[src/rtl/vga_ctrl.sv]
// VGA 640x480@60 timing generator with one-cycle-ahead pixel request and blanked RGB output.
// Latency: hsync/vsync/pix_x/pix_y/rgb are combinational from the counters; frame_start is registered one cycle.
// Backpressure: none; free-running raster, the pattern stage must answer every request one cycle later.
//
// Ports:
//   vga_clk     - pixel clock (only clock)
//   sys_rst     - synchronous active-high reset
//   pix_data    - RGB565 colour from the pattern stage, one cycle after pix_x/pix_y
//   pix_x/pix_y - requested pixel coordinate, 10'h3FF outside the request window
//   hsync/vsync - active-low sync pulses
//   rgb         - colour to the DAC, zero outside the visible area
//   frame_start - one-cycle pulse at the frame origin (not for the first frame after reset)

module vga_ctrl #(
    parameter logic [9:0] H_SYNC  = 10'd96,
    parameter logic [9:0] H_BACK  = 10'd48,
    parameter logic [9:0] H_VALID = 10'd640,
    parameter logic [9:0] H_FRONT = 10'd16,
    parameter logic [9:0] V_SYNC  = 10'd2,
    parameter logic [9:0] V_BACK  = 10'd33,
    parameter logic [9:0] V_VALID = 10'd480,
    parameter logic [9:0] V_FRONT = 10'd10
) (
    input  logic        vga_clk,
    input  logic        sys_rst,
    input  logic [15:0] pix_data,
    output logic [9:0]  pix_x,
    output logic [9:0]  pix_y,
    output logic        hsync,
    output logic        vsync,
    output logic [15:0] rgb,
    output logic        frame_start
);

    localparam logic [9:0] H_TOTAL     = H_SYNC + H_BACK + H_VALID + H_FRONT;
    localparam logic [9:0] V_TOTAL     = V_SYNC + V_BACK + V_VALID + V_FRONT;
    localparam logic [9:0] H_ACT_START = H_SYNC + H_BACK;
    localparam logic [9:0] H_ACT_END   = H_ACT_START + H_VALID;
    localparam logic [9:0] V_ACT_START = V_SYNC + V_BACK;
    localparam logic [9:0] V_ACT_END   = V_ACT_START + V_VALID;
    // Request window leads the visible window by one cycle to cover pattern-stage latency.
    localparam logic [9:0] H_REQ_START = H_ACT_START - 10'd1;
    localparam logic [9:0] H_REQ_END   = H_ACT_END - 10'd1;

    logic [9:0] h_cnt;
    logic [9:0] v_cnt;
    logic       h_last;
    logic       v_last;
    logic       v_win;
    logic       rgb_valid;
    logic       pix_data_req;

    assign h_last = (h_cnt == H_TOTAL - 10'd1);
    assign v_last = (v_cnt == V_TOTAL - 10'd1);

    always_ff @(posedge vga_clk) begin
        if (sys_rst) begin
            h_cnt       <= 10'd0;
            v_cnt       <= 10'd0;
            frame_start <= 1'b0;
        end else begin
            h_cnt <= h_last ? 10'd0 : h_cnt + 10'd1;
            if (h_last) begin
                v_cnt <= v_last ? 10'd0 : v_cnt + 10'd1;
            end
            // Only a real wrap pulses, so the frame leaving reset gets no pulse.
            frame_start <= h_last && v_last;
        end
    end

    assign hsync = (h_cnt >= H_SYNC);
    assign vsync = (v_cnt >= V_SYNC);

    assign v_win        = (v_cnt >= V_ACT_START) && (v_cnt < V_ACT_END);
    assign rgb_valid    = (h_cnt >= H_ACT_START) && (h_cnt < H_ACT_END) && v_win;
    assign pix_data_req = (h_cnt >= H_REQ_START) && (h_cnt < H_REQ_END) && v_win;

    // Subtractions cannot underflow: they are only used inside the request window.
    assign pix_x = pix_data_req ? (h_cnt - H_REQ_START) : 10'h3FF;
    assign pix_y = pix_data_req ? (v_cnt - V_ACT_START) : 10'h3FF;

    assign rgb = rgb_valid ? pix_data : 16'h0000;

endmodule
[config.mk]
export PLATFORM = sky130hd
export DESIGN_NAME = vga_ctrl
export DESIGN_NICKNAME = d
export VERILOG_FILES = /design/src/rtl/vga_ctrl.sv
export SDC_FILE = /design/constraint.sdc
export NUM_CORES = 1
export LEC_CHECK = 0
export ABC_AREA = 1
export CORE_ASPECT_RATIO = 1.25
export CORE_MARGIN = 2
export CORE_UTILIZATION = 43
export DETAILED_ROUTE_END_ITERATION = 8
export PLACE_DENSITY_LB_ADDON = 0.1
export SLEW_MARGIN = 40
export SYNTH_ARGS = -nofsm -noshare
export SYNTH_HDL_FRONTEND = slang
export SYNTH_SLANG_ARGS = --single-unit
[constraint.sdc]
create_clock -name vga_clk -period 1.75 [get_ports vga_clk]
set_input_delay 0.35 -clock vga_clk [delete_from_list [all_inputs] [get_ports vga_clk]]
set_output_delay 0.35 -clock vga_clk [all_outputs]
set_load 0.05 [all_outputs]
==> impl_results.rst <==
.. list-table::
   :header-rows: 1

   * - Metric
     - Value
   * - Standby leakage power
     - ~2 nW
   * - RSZ-0062 raised after global routing
     - yes
   * - Violated checks
     - setup timing
   * - Maximum level of the CTS H-tree
     - 1
   * - Portion of the post-synthesis area used by sequential elements
     - 0.225
   * - Area Growth Syn to Fin
     - 99.3%
   * - Nature of the critical path endpoint
     - output port
   * - Finished layout cell area
     - between 0.003 and 0.004 sq mm
   * - Clk_lat worst skew
     - about 280 ps
   * - Final cycle utilization of the critical path
     - 1.27
   * - Maximum vdd ir drop
     - 0.000412 V
   * - Mapped Nets
     - 345
   * - Number of setup violations in the final report
     - 37
   * - Routed via count divided by cell count
     - approximately 5.4
   * - Effective utilization at floorplan
     - 0.453
   * - Dpl cells
     - roughly 480
   * - Routed wire length
     - approximately 8000 um
   * - Max Clock Freq
     - 0.451 GHz
   * - Site Rows
     - 26
   * - Clock buffers created by TritonCTS
     - 3
   * - Horiz. Die Dim
     - ~63 um
   * - Maximum capacitance violations
     - 0
   * - Number of standard cells in the final layout excluding fillers
     - 494
   * - Via count
     - roughly 2,700
   * - Via count of the first global-routing pass
     - around 2,400
   * - Crit Path Max Fanout
     - 6
   * - First-pass GRT wire length
     - 10,800 um
   * - Register bit total from synthesis
     - 21
   * - Top FF cell, synth
     - sky130_fd_sc_hd__dfxtp_1
   * - CTS tree
     - done
   * - Slowest Stage Delay on Critical Path
     - roughly 390 ps
   * - Slowest stage cell on the critical path
     - sky130_fd_sc_hd__dfxtp_2
   * - Area taken by multi-input logic gates
     - between 0.0015 and 0.002 sq mm
   * - Dpl hpwl
     - just under 5000 um
   * - Placed cell area
     - 0.00328 sq mm
   * - Height of the die
     - ~80 um
   * - Share of cells above drive strength 1
     - 0.450
   * - Required time of the critical path
     - ~1400 ps
   * - Layout Nets
     - about 460
   * - Number of port buffers
     - 56
   * - Congestion Overflow GR
     - 0
   * - Sequential Area
     - around 450 sq um
   * - Worst rel slew slack
     - 0.725
   * - Number of enable-type register cells in the synthesized netlist
     - 0
   * - Worst Setup Slack, final
     - -467 ps
   * - Category of cells accounting for the largest share of critical-path delay
     - simple AND/OR/NAND/NOR gates
   * - Final Power
     - 0.000940 W
   * - Clk slew on worst S/H paths
     - 90 ps
   * - Final worst clock skew
     - approximately 7.5 ps
   * - Path type of the worst min-delay path
     - reg2reg
   * - Final min period
     - around 2200 ps
   * - Kind of critical path
     - reg2out
   * - Arr. time, crit path
     - between 1500 and 2000 ps
   * - Slew @ Worst Pin
     - around 410 ps
   * - Layout filler cell count
     - ~190
   * - Cell breakdown of the critical path
     - inv_1, nand2_1, nor2_1, nand3_1, nand3_4, nor2_4, clkbuf_16, nand2_2, buf_6
   * - Die Outline Area
     - 0.00490 sq mm
   * - Synthesized area per cell
     - 5.81 sq um
   * - Total GRT Usage
     - 0.275
   * - Outcome
     - finished with violations
   * - Post-DR wirelength/cell
     - about 17 um
   * - Clk root buf
     - sky130_fd_sc_hd__clkbuf_8
   * - Final Hold Vio Count
     - 0
   * - Maximum number of pins on one net before global-route repair
     - 13
   * - Syn. warnings
     - 0
   * - Number of routed nets with antenna violations
     - 0
   * - Post-synth cell types
     - 25
   * - Count of inserted antenna diode cells
     - 0
   * - WP buf/inv
     - 3
   * - Post-CTS Hold Buffers
     - 0
   * - Share of synthesized registers carrying an async set or reset
     - 0
   * - Boundary pin count
     - 57
   * - Iteration count of the initial detailed-routing pass
     - 7
   * - GP Congestion
     - roughly 0.93
   * - Post-detailed-route DRC marker count
     - 0
   * - Syn Inst Count
     - roughly 320
   * - Clock Tree Buf Depth
     - 2
   * - CTS sink count
     - 21
   * - Antenna violations before repair
     - 0
   * - Final number of max-transition violations
     - 0
   * - Number of DRC violations after detailed-routing iteration 0
     - about 230
   * - Core area
     - slightly above 0.004 sq mm
   * - Nature of the critical path startpoint
     - flip-flop
   * - Pwr dens
     - ~250 mW/mm^2
   * - Cell area after technology mapping
     - ~0.0019 sq mm
==> cell families after synthesis <==
logic type,share of synthesized area
AOI/OAI and AO/OA,0.0408
xor gates and xnor gates,0.0328
adders and majority gates,0.0334
buffers and inverters,0.154
DFF,0.225
and+or+nand+nor,0.515
==> sequential cells by signal (all words and copies together), names as in the netlist <==
| name | cells |
|---|---|
| frame_start | 1 |
| v_cnt | 10 |
| h_cnt | 10 |
==> per-stage QoR <==
stage | utilization | worst slack (ps) | TNS [ps] | hold WS [ps]
finish | 0.903 | -467 | -15500 | 580
global route | 0.903 | -516 | -17400 | 629
CTS | 0.833 | -348 | -11190 | 578
detailed placement | 0.794 | -166 | -4400 | 559
global placement | 0.794 | -146 | -2910 | 547
floorplan | - | -223 | -5410 | 419
==> report_power, final <==
| part | internal (W) | switching, W | total, W |
|---|---|---|---|
| Clock | 0.000160 | 0.000185 | 0.000345 |
| Sequential | 0.000477 | 0.00000716 | 0.000484 |
| Combinational | 0.0000544 | 0.0000570 | 0.000111 |
==> cell type report <==
cell class	instances	area share
multi-input combinational	233	0.421
timing repair buffer	121	0.368
sequential	21	0.120
inverter	59	0.0594
tap	56	0.0188
clock buffer	3	0.0111
clock inverter	1	0.00134
==> placed cells by master, fill, tap and decap left out, types with 7 or more instances in the layout <==
cell | netlist | routed
sky130_fd_sc_hd__nand2_1 | 103 | 76
sky130_fd_sc_hd__buf_4 | 1 | 58
sky130_fd_sc_hd__inv_1 | 58 | 53
sky130_fd_sc_hd__nor2_1 | 37 | 31
sky130_fd_sc_hd__nand3_1 | 27 | 22
sky130_fd_sc_hd__buf_12 | 0 | 22
sky130_fd_sc_hd__nand2_2 | 5 | 17
sky130_fd_sc_hd__clkdlybuf4s50_1 | 0 | 17
sky130_fd_sc_hd__nor3_4 | 0 | 16
sky130_fd_sc_hd__nand2_4 | 0 | 13
sky130_fd_sc_hd__buf_6 | 3 | 12
sky130_fd_sc_hd__buf_8 | 0 | 11
sky130_fd_sc_hd__nand4_1 | 9 | 9
sky130_fd_sc_hd__nor2_4 | 2 | 8
sky130_fd_sc_hd__dfxtp_1 | 21 | 8
sky130_fd_sc_hd__dfxtp_2 | 0 | 8
sky130_fd_sc_hd__a21oi_1 | 7 | 7
==> worst paths after layout <==
check	from	endpoint	slack [ps]	cells past startpoint
worst min register to register	h_cnt[9]$_SDFF_PP0_	h_cnt[9]$_SDFF_PP0_	580	3
worst max-delay path	v_cnt[7]$_SDFFE_PP0N_	pix_y[9]	-470	9
worst min-delay path	h_cnt[9]$_SDFF_PP0_	h_cnt[9]$_SDFF_PP0_	580	3
worst max register to register	h_cnt[0]$_SDFF_PP0_	v_cnt[1]$_SDFFE_PP0N_	30	9
==> cell usage after synthesis, types with 2 or more instances <==
cell,number,area [sq um]
sky130_fd_sc_hd__buf_2,5,25.0
sky130_fd_sc_hd__nand2_1,103,387
sky130_fd_sc_hd__nor2_4,2,22.5
sky130_fd_sc_hd__buf_6,3,33.8
sky130_fd_sc_hd__nor3_1,9,45.0
sky130_fd_sc_hd__nand4_1,9,56.3
sky130_fd_sc_hd__nand2_2,5,31.3
sky130_fd_sc_hd__nor2_1,37,139
sky130_fd_sc_hd__a21oi_1,7,35.0
sky130_fd_sc_hd__nor2_2,2,12.5
sky130_fd_sc_hd__inv_1,58,218
sky130_fd_sc_hd__nand3_1,27,135
sky130_fd_sc_hd__nor3_2,10,100
sky130_fd_sc_hd__dfxtp_1,21,420
sky130_fd_sc_hd__ha_1,5,62.6
sky130_fd_sc_hd__o21ai_0,5,25.0
sky130_fd_sc_hd__xor2_1,6,52.6
==> what timing repair did <==
action / CTS / global route
buffers inserted: 1 / 10
pin swaps: 7 / 9
cloned: 0 / 1
resized for setup: 34 / 64
setup endpoints to repair: 37 / 38
==> worst min-delay path: cells and delay by family (launching register included) <==
family | cells | cell delay (ps)
flip-flops | 1 | 340
AND/OR/NAND/NOR | 3 | 210
==> metal layers <==
layer,track usage,up-vias,routed length (um)
li1,-,1222,-
met1,0.290,1225,2710
met2,0.560,168,4550
met3,0.0232,44,525
met4,0.0800,0,415
met5,0,-,0
No activity file was read; power rests on OpenSTA's default activity.
